--- src/rtl/hamster_abi_pkg.sv ---
// rtl/hamster_abi_pkg.sv - shared types, successor tables and helpers for the ABI encoder decoder
package hamster_abi_pkg;

    typedef logic [1:0] quad_state_t;  // {A, B}

    typedef enum logic [1:0] {
        QUAD_NONE    = 2'd0,
        QUAD_FWD     = 2'd1,
        QUAD_REV     = 2'd2,
        QUAD_ILLEGAL = 2'd3
    } quad_event_t;

    localparam int K_NSTEPS = 6;

    // Successor tables packed as four 2-bit entries indexed by the current state.
    // Forward: 00->10->11->01->00, reverse: 00->01->11->10->00.
    localparam logic [7:0] K_FWD_SUCC = {2'b01, 2'b11, 2'b00, 2'b10};
    localparam logic [7:0] K_REV_SUCC = {2'b10, 2'b00, 2'b11, 2'b01};

    function automatic quad_state_t quad_fwd_succ(input quad_state_t s);
        return K_FWD_SUCC[{s, 1'b0} +: 2];
    endfunction

    function automatic quad_state_t quad_rev_succ(input quad_state_t s);
        return K_REV_SUCC[{s, 1'b0} +: 2];
    endfunction

    function automatic quad_event_t quad_classify(input quad_state_t prev, input quad_state_t cur);
        if (cur == prev) begin
            return QUAD_NONE;
        end
        if (cur == quad_fwd_succ(prev)) begin
            return QUAD_FWD;
        end
        if (cur == quad_rev_succ(prev)) begin
            return QUAD_REV;
        end
        return QUAD_ILLEGAL;
    endfunction

endpackage

--- src/rtl/abi_input_filter.sv ---
// rtl/abi_input_filter.sv - 2-FF synchronizer followed by a hold-length deglitch filter
module abi_input_filter #(
    parameter int K_FILTER_LEN = 4
) (
    input  logic i_clk,
    input  logic i_rst,
    input  logic i_raw,
    output logic o_level
);

    localparam int CW = (K_FILTER_LEN > 1) ? $clog2(K_FILTER_LEN) : 1;

    logic          sync1;
    logic          sync2;
    logic [CW-1:0] cnt;

    // A new level is accepted only after K_FILTER_LEN consecutive differing samples.
    always_ff @(posedge i_clk) begin
        if (i_rst) begin
            sync1   <= 1'b0;
            sync2   <= 1'b0;
            cnt     <= '0;
            o_level <= 1'b0;
        end else begin
            sync1 <= i_raw;
            sync2 <= sync1;
            if (sync2 != o_level) begin
                if (cnt == CW'(K_FILTER_LEN - 1)) begin
                    o_level <= sync2;
                    cnt     <= '0;
                end else begin
                    cnt <= cnt + CW'(1);
                end
            end else begin
                cnt <= '0;
            end
        end
    end

endmodule

--- src/rtl/abi_encoder_decoder.sv ---
// rtl/abi_encoder_decoder.sv - conditions raw ABI encoder inputs and decodes step, index and position events
module abi_encoder_decoder
    import hamster_abi_pkg::*;
#(
    parameter int K_FILTER_LEN = 4,
    parameter int K_POS_WIDTH  = 16,
    parameter int K_NSUBSTEPS  = 10
) (
    input  logic                          i_clk,
    input  logic                          i_rst,
    input  logic                          i_enc_a,
    input  logic                          i_enc_b,
    input  logic                          i_enc_i,
    input  logic                          i_enable,
    input  logic                          i_index_en,
    input  logic                          i_index_zero,
    input  logic [2:0]                    i_index_step,
    input  logic                          i_pos_clear,
    input  logic                          i_err_clear,
    output logic                          o_step_trigger,
    output logic                          o_dir_rev,
    output logic                          o_force_step_trigger,
    output logic [2:0]                    o_force_step_value,
    output logic [$clog2(K_NSUBSTEPS)-1:0] o_force_substep,
    output logic [K_POS_WIDTH-1:0]        o_position,
    output logic [K_POS_WIDTH-1:0]        o_index_pos,
    output logic                          o_err
);

    logic        filt_a;
    logic        filt_b;
    logic        filt_i;
    quad_state_t cur_state;
    quad_state_t prev_state;
    logic        prev_i;
    quad_event_t quad_ev;
    logic        step_valid;
    logic        index_hit;

    abi_input_filter #(.K_FILTER_LEN(K_FILTER_LEN)) u_filt_a (
        .i_clk   (i_clk),
        .i_rst   (i_rst),
        .i_raw   (i_enc_a),
        .o_level (filt_a)
    );

    abi_input_filter #(.K_FILTER_LEN(K_FILTER_LEN)) u_filt_b (
        .i_clk   (i_clk),
        .i_rst   (i_rst),
        .i_raw   (i_enc_b),
        .o_level (filt_b)
    );

    abi_input_filter #(.K_FILTER_LEN(K_FILTER_LEN)) u_filt_i (
        .i_clk   (i_clk),
        .i_rst   (i_rst),
        .i_raw   (i_enc_i),
        .o_level (filt_i)
    );

    assign cur_state       = {filt_a, filt_b};
    assign quad_ev         = quad_classify(prev_state, cur_state);
    assign step_valid      = i_enable && ((quad_ev == QUAD_FWD) || (quad_ev == QUAD_REV));
    assign index_hit       = i_enable && i_index_en && filt_i && !prev_i;
    assign o_force_substep = '0;

    // Previous-state registers track even while disabled so re-enable never sees a stale transition.
    always_ff @(posedge i_clk) begin
        if (i_rst) begin
            prev_state           <= '0;
            prev_i               <= 1'b0;
            o_step_trigger       <= 1'b0;
            o_dir_rev            <= 1'b0;
            o_force_step_trigger <= 1'b0;
            o_force_step_value   <= '0;
            o_position           <= '0;
            o_index_pos          <= '0;
            o_err                <= 1'b0;
        end else begin
            prev_state           <= cur_state;
            prev_i               <= filt_i;
            o_step_trigger       <= step_valid;
            o_force_step_trigger <= index_hit;

            if (step_valid) begin
                o_dir_rev <= (quad_ev == QUAD_REV);
            end

            if (index_hit) begin
                o_force_step_value <= (i_index_step < 3'(K_NSTEPS)) ? i_index_step : 3'd0;
                o_index_pos        <= o_position;
            end

            // Counter priority: explicit clear, then index zeroing, then step; wraps in two's complement.
            if (i_pos_clear) begin
                o_position <= '0;
            end else if (index_hit && i_index_zero) begin
                o_position <= '0;
            end else if (step_valid && (quad_ev == QUAD_FWD)) begin
                o_position <= o_position + K_POS_WIDTH'(1);
            end else if (step_valid) begin
                o_position <= o_position - K_POS_WIDTH'(1);
            end

            if (i_err_clear) begin
                o_err <= 1'b0;
            end
            if (i_enable && (quad_ev == QUAD_ILLEGAL)) begin
                o_err <= 1'b1;
            end
        end
    end

endmodule

--- config.mk ---
export PLATFORM = sky130hd
export DESIGN_NAME = abi_encoder_decoder
export DESIGN_NICKNAME = d
export VERILOG_FILES = /design/src/rtl/hamster_abi_pkg.sv /design/src/rtl/abi_input_filter.sv /design/src/rtl/abi_encoder_decoder.sv
export SDC_FILE = /design/constraint.sdc
export NUM_CORES = 1
export LEC_CHECK = 0
export CAP_MARGIN = 30
export CORE_MARGIN = 2
export CORE_UTILIZATION = 39
export CTS_CLUSTER_DIAMETER = 40
export CTS_CLUSTER_SIZE = 12
export DETAILED_ROUTE_END_ITERATION = 16
export PLACE_DENSITY_LB_ADDON = 0.1
export SETUP_SLACK_MARGIN = 0.1
export SYNTH_ARGS = -nofsm -noshare
export SYNTH_HDL_FRONTEND = slang
export SYNTH_SLANG_ARGS = --single-unit
--- constraint.sdc ---
create_clock -name i_clk -period 4.55 [get_ports i_clk]
set_clock_uncertainty 0.2 [all_clocks]
set_input_delay 0.6825 -clock i_clk [delete_from_list [all_inputs] [get_ports i_clk]]
set_output_delay 0.6825 -clock i_clk [all_outputs]
set_load 0.02 [all_outputs]
==> metrics.md, run 1 <==
| Metric | Value |
|---|---|
| Max-cap violation count | 0 |
| Status | complete, no violations |
| Hold Crit Class | flop to flop |
| Vias per std cell | 4.94 |
| Die Wd | between 80 and 90 um |
| FFs w/ async S/R, synth | 0% |
| Initial core utilization | about two fifths |
| Worst Hold Launch | u_filt_a.cnt[0] |
| Clock-pin transition on the worst setup and hold timing paths | 70 ps |
| Die area | around 8000 um^2 |
| Min Clock Period, post-route | 3660 ps |
| Worst Path Max Fanout | 17 |
| Sequential cell area | around 1100 um^2 |
| Post-Synthesis Cells | 344 |
| Worst r2r src | u_filt_b.o_level |
| Area of the multi-input gates | ~1600 um^2 |
| Sum Neg Setup Slack | 0 ps |
| Finish-stage setup viols | 0 |
| Critical path launch point type | flop |
| Slew @ Worst Pin | roughly 640 ps |
| ANT cells | 0 |
| Pwr Density | slightly below 300 nW/um^2 |
| Area Growth Syn to Fin | 28.1% |
| GP Congestion | 0.877 |
| Vias | about 2500 |
| WL per Instance | around 14 um |
| Dpl hpwl | 4.77 mm |
| Fill count | 706 |
| Final Hold Viols | 0 |
| Total CTS buffers | 9 |
| CP required | around 4600 ps |
| CP arrival | 3700 ps |
| Clock Sinks | 57 |
| Die Height | about 90 um |
| Deepest clock path buffer count | 2 |
| Initial DRT Pass Iterations | 5 |
| Tot GR Track Use | 17.6% |
| Vias in the first global route | around 2200 |
| Site row count | 31 |
| H-tree depth | 3 |
| YS warnings | 0 |
| Relative slew slack | 57.3% |
| Number of buffers added on ports | 51 |
| Total wire length | 6.78 mm |
| Setup CP Type | flop to flop |
| Synthesized area per cell | 8.30 um^2 |
| Period utilisation layout | 80.5% |
| Distinct cells, synth | 46 |
| Global-route wire length before repair | 10.7 mm |
| Power Total | 0.00106 W |
| Commonest non-fill, non-tap cell in the layout | dfxtp_1 |
| Max Slew Vio Count | 0 |
| Pleak | 1.40 nW |
| Post-route DRC violation count | 0 |
| GRT overflow | 0 |
| WHS | 222 ps |
| Total Nets Final | 429 |
| Synth Register Bits | 57 |
| Clock Latency Late Sink | 340 ps |
| Number of flops mapped to enable cells by yosys | 0 |
| IO Pins | 56 |
| Root Buffer | clkbuf_8 |
| VDD IR max | 0.119 mV |
| F_max | 0.273 GHz |
| CTS Hold Buffers Added | 0 |
| CTS tree | yes |
| Post-cts sizing count | 0 |
| Critical Path Source | u_filt_b.o_level |
| Largest net degree at the start of global routing | 41 |
| Initial antenna violation count | 0 |
| Post CTS Setup Buffer Count | 0 |
| RSZ-0062 raised after global routing | false |
| Critical Path End Type | flop |
| Antenna-violating nets left | 0 |
| Commonest cells after routing, fill and taps aside | 57 x dfxtp_1, 53 x nand2_1, 51 x clkdlybuf4s50_1, 42 x a21oi_1, 23 x nor2_1 |
| Initial DRC Count | 86 |
| Sequential share of the synthesized area | 39.9% |
| Share of cells above drive strength 1 | 6.52% |
| Synth Flop Type | dfxtp_1 |
| Mapped Area | between 2000 and 3000 um^2 |
| Core area | 7180 um^2 |
final cells by class:
| type | instances | area share [%] |
|---|---|---|
| clock inverter | 7 | 2.56 |
| inverter | 16 | 1.64 |
| tap | 99 | 3.39 |
| multi-input combinational | 255 | 42.9 |
| timing repair buffer | 55 | 15.0 |
| sequential | 57 | 31.2 |
| clock buffer | 9 | 3.39 |
worst paths after layout:
check	slack, ps	cells after the start	end
setup / recovery	890	11	o_position[7]
setup reg to reg	890	11	o_position[7]
hold / removal	220	1	u_filt_a.cnt[0]
hold reg to reg	220	1	u_filt_a.cnt[0]
cells in the mapped netlist (5+ instances only):
cell type  count  area share, %
mux2i_1        5            1.8
clkbuf_1      10            1.3
o21ai_0        8            1.4
inv_1         16            2.1
nand3_1       10            1.8
o21ai_1       10            1.8
nor2b_1       13            2.8
a21oi_1       42            7.4
dfxtp_1       57             40
nor2_1        23            3.0
nand2_1       53            7.0
xnor2_1        8            2.5
a21o_1         6            1.6
or3_1          5            1.1
ha_1          21            9.2
kinds of logic (layout without fill, tap and decap cells):
| logic type | Yosys count | count (layout) | share of synthesized area (%) |
|---|---|---|---|
| muxes | 5 | 5 | 1.75 |
| other | 1 | 4 | 0.131 |
| and+or+nand+nor | 124 | 124 | 20.4 |
| adders and majority gates | 22 | 22 | 9.90 |
| xor gates and xnor gates | 9 | 9 | 2.76 |
| buffers and inverters | 35 | 87 | 5.56 |
| DFF | 57 | 57 | 39.9 |
| AOI/OAI and AO/OA | 91 | 91 | 19.5 |
sequential cells by signal (all words and copies together), names as in the netlist:
register and flops:
u_filt_i.sync1 1, u_filt_a.sync1 1, o_position 16, u_filt_a.o_level 1
prev_i 1, o_err 1, u_filt_b.o_level 1, u_filt_i.sync2 1
o_force_step_trigger 1, o_step_trigger 1, u_filt_b.sync2 1, o_index_pos 16
u_filt_b.cnt 2, u_filt_i.o_level 1, prev_state 2, u_filt_b.sync1 1
u_filt_a.sync2 1, o_dir_rev 1, u_filt_i.cnt 2, u_filt_a.cnt 2
o_force_step_value 3
report_power, final:
part / internal [W] / switching [W]
Sequential: 0.000502 / 0.00000145
Combinational: 0.0000142 / 0.0000174
Clock: 0.000308 / 0.000216
Total: 0.000824 / 0.000235
layer usage:
metal  global-route usage [%]  up-vias  part of all wire [%]
li1                         -     1283                     -
met4                     7.33        0                   1.1
met5                        0        -                     0
met2                     24.3       41                    43
met3                     3.84        7                   3.6
met1                     26.3     1129                    52
through the flow:
step | std cells | setup WS (ps) | util (%) | cell area, um^2
global placement | 481 | 847 | 47.7 | 3430
finish | 498 | 888 | 51.0 | 3660
floorplan | 347 | 1360 | - | 2870
global route | 498 | 505 | 51.0 | 3660
CTS | 498 | 876 | 51.0 | 3660
detailed placement | 482 | 778 | 48.0 | 3440
worst max-delay path: stages (launching register included):
cell	delay [ps]
dfxtp_1	500
mux2i_1	120
o21ai_0	340
ha_1	270
nand2_1	410
ha_1	510
o211ai_1	270
o21ai_1	170
a21o_1	210
a211oi_1	300
o31ai_1	90
and2_1	150
Note: power is estimated with default switching activity, not from simulation.
==> run 2, diff against run 1 <==
==> constraint.sdc (replaced) <==
create_clock -name i_clk -period 3.4 [get_ports i_clk]
set_clock_uncertainty 0.2 [all_clocks]
set_input_delay 0.51 -clock i_clk [delete_from_list [all_inputs] [get_ports i_clk]]
set_output_delay 0.51 -clock i_clk [all_outputs]
set_load 0.02 [all_outputs]
==> metrics.md, run 2 (same netlist as run 1, synthesis figures left out) <==
| Metric | Value |
|---|---|
| Critical Path End Type | flop |
| Commonest cells after routing, fill and taps aside | 56 x dfxtp_1, 53 x nand2_1, 51 x clkdlybuf4s50_1, 40 x a21oi_1, 23 x nor2_1 |
| Register share of total power | 50.4% (+2.8 points) |
| Initial DRT Pass Iterations | 4 (-1) |
| Largest regs | o_index_pos x16, o_position x16, o_force_step_value x3 |
| Clock-pin transition on the worst setup and hold timing paths | 60 ps (about the same) |
| Critical Path Source | u_filt_b.o_level |
| Initial DRC Count | 84 (-2.3%) |
| Gate power share | 3.3% (+0.3 points) |
| DP Area | 3460 um^2 (+0.65%) |
| Clk network pwr share | 46.3% (-3.2 points) |
| Clock Latency Late Sink | 330 ps (about the same) |
| GRT overflow | 0 (unchanged) |
| Area of the multi-input gates | 1590 um^2 (+1.3%) |
| Setup CP Type | flop to flop |
| Vias per std cell | 5.02 (+1.6%) |
| Highest cell delay on the worst timing path | 400 ps (-110 ps) |
| Slew @ Worst Pin | 520 ps (-119 ps) |
| Max-cap violation count | 0 (unchanged) |
| Sequential cell area | 1140 um^2 (+0.11%) |
| Total Nets Final | 433 (+0.93%) |
| Cell area after layout | 3680 um^2 (+0.72%) |
| Number of buffers added on ports | 51 (unchanged) |
| Power Total | 0.00134 W (+26%) |
| Die Wd | 89.6 um (unchanged) |
| Area Growth Syn to Fin | 29.0% |
| P_sw | 0.000289 W (+23%) |
| Post CTS Setup Buffer Count | 0 (unchanged) |
| Worst Hold Launch | u_filt_b.cnt[0] |
| Tot GR Track Use | 17.4% (-0.22 points) |
| H-tree depth | 3 (unchanged) |
| Core area | 7180 um^2 (unchanged) |
| RSZ-0062 raised after global routing | false |
| Worst Path Max Fanout | 17 (unchanged) |
| F_max | 0.326 GHz (+20%) |
| Die area | 8020 um^2 (unchanged) |
| Finish-stage setup viols | 0 (unchanged) |
| ANT cells | 0 (unchanged) |
| CTS tree | yes |
| Pwr Density | 363 nW/um^2 (+25%) |
| Min Clock Period, post-route | 3060 ps (-599 ps) |
| Total CTS buffers | 9 (unchanged) |
| Crit-path slowest cell | dfxtp_2 |
| Critical path launch point type | flop |
| Root Buffer | clkbuf_8 |
| GP Congestion | 0.869 (-0.82%) |
| CP arrival | 3140 ps (-560 ps) |
| IO Pins | 56 (unchanged) |
| Vias | 2519 (+2.4%) |
| Site row count | 31 (unchanged) |
| Period utilisation layout | 90.1% (+9.6 points) |
| Initial antenna violation count | 0 (unchanged) |
| Antenna-violating nets left | 0 (unchanged) |
| WL per Instance | 13.2 um (-3.2%) |
| Pleak | 1.41 nW (+0.82%) |
| Status | complete, no violations |
| Global-route wire length before repair | 10.7 mm (-0.45%) |
| Commonest non-fill, non-tap cell in the layout | dfxtp_1 |
| Worst r2r src | u_filt_b.o_level |
| Total wire length | 6.62 mm (-2.4%) |
| Post-route DRC violation count | 0 (unchanged) |
| Die Height | 89.6 um (unchanged) |
| Clock Sinks | 57 (unchanged) |
| Sw frac | 21.6% (-0.53 points) |
| Dpl hpwl | 4.72 mm (-0.90%) |
| Cells along the critical path | nand2b_1 > nand3_1 > o21ai_1 > ha_1 > nand2_1 > buf_6 > ha_1 > nor2b_2 > o31a_1 > o21ai_1 > a21oi_1 > or3_1 > nand3_1 |
| Max Slew Vio Count | 0 (unchanged) |
| Largest net degree at the start of global routing | 39 (-4.9%) |
| Sum Neg Setup Slack | 0 ps (unchanged) |
| Final Hold Viols | 0 (unchanged) |
| Hold Crit Class | flop to flop |
| VDD IR max | 0.190 mV (+60%) |
| CP required | 3480 ps (-1100 ps) |
| Internal | 0.00105 W (+27%) |
| Vias in the first global route | 2240 (+3.7%) |
| Deepest clock path buffer count | 2 (unchanged) |
| Fill count | 699 (-0.99%) |
| Initial core utilization | 39.8% (unchanged) |
| Share of cells above drive strength 1 | 8.93% (+2.4 points) |
| Relative slew slack | 65.3% (+8.0 points) |
## run 2: through the flow
stage               std cells  worst slack, ps  hold slack (ps)  util [%]
floorplan                 347              211              197         -
global placement          486              225              206      48.3
detailed placement        486              189              212      48.3
CTS                       502              147              222      51.0
global route              502              120              234      51.4
finish                    502              337              217      51.4
## run 2: routing by layer
layer	track usage, %	up-vias	routed length, um
met4	5.29	0	53
met2	26.7	59	2990
met5	0	-	0
met1	23.3	1167	3230
li1	-	1288	-
met3	5.76	5	346
## run 2: area by class of cell
type	instances	share of cell area (%)
repair buffers	59	15.6
flip-flops and latches	57	31.0
inverters	16	1.63
well taps	99	3.36
clock inverters	5	1.49
clock buffers	11	3.84
multi-input cells	255	43.1
## run 2: worst paths after layout
kind | endpoint | slack (ps) | cells after the start
worst max register to register | o_position[10] | 340 | 13
worst min register to register | u_filt_b.cnt[0] | 220 | 1
worst max-delay path | o_position[10] | 340 | 13
worst min-delay path | u_filt_b.cnt[0] | 220 | 1
## run 2: power groups by stage
stage / Clock, W / Sequential (W) / Combinational (W)
final: 0.000619 / 0.000674 / 0.0000440
after global routing: 0.000676 / 0.000674 / 0.0000485
after CTS: 0.000643 / 0.000674 / 0.0000447
after detailed placement: 0 / 0.000689 / 0.0000445
after global placement: 0 / 0.000689 / 0.0000446
after floorplan: 0 / 0.000688 / 0.0000257
## run 2: critical path, delay by kind of cell (launching register included)
kind / cells / cell delay [ps]
simple gates: 6 / 910
flops: 1 / 400
buf+inv: 1 / 170
compound gates: 4 / 780
fa+ha+maj: 2 / 550
## run 2: what timing repair did
action	CTS	global route
gates resized for setup	0	9
hold buffers	0	0
setup endpoints to repair	0	10
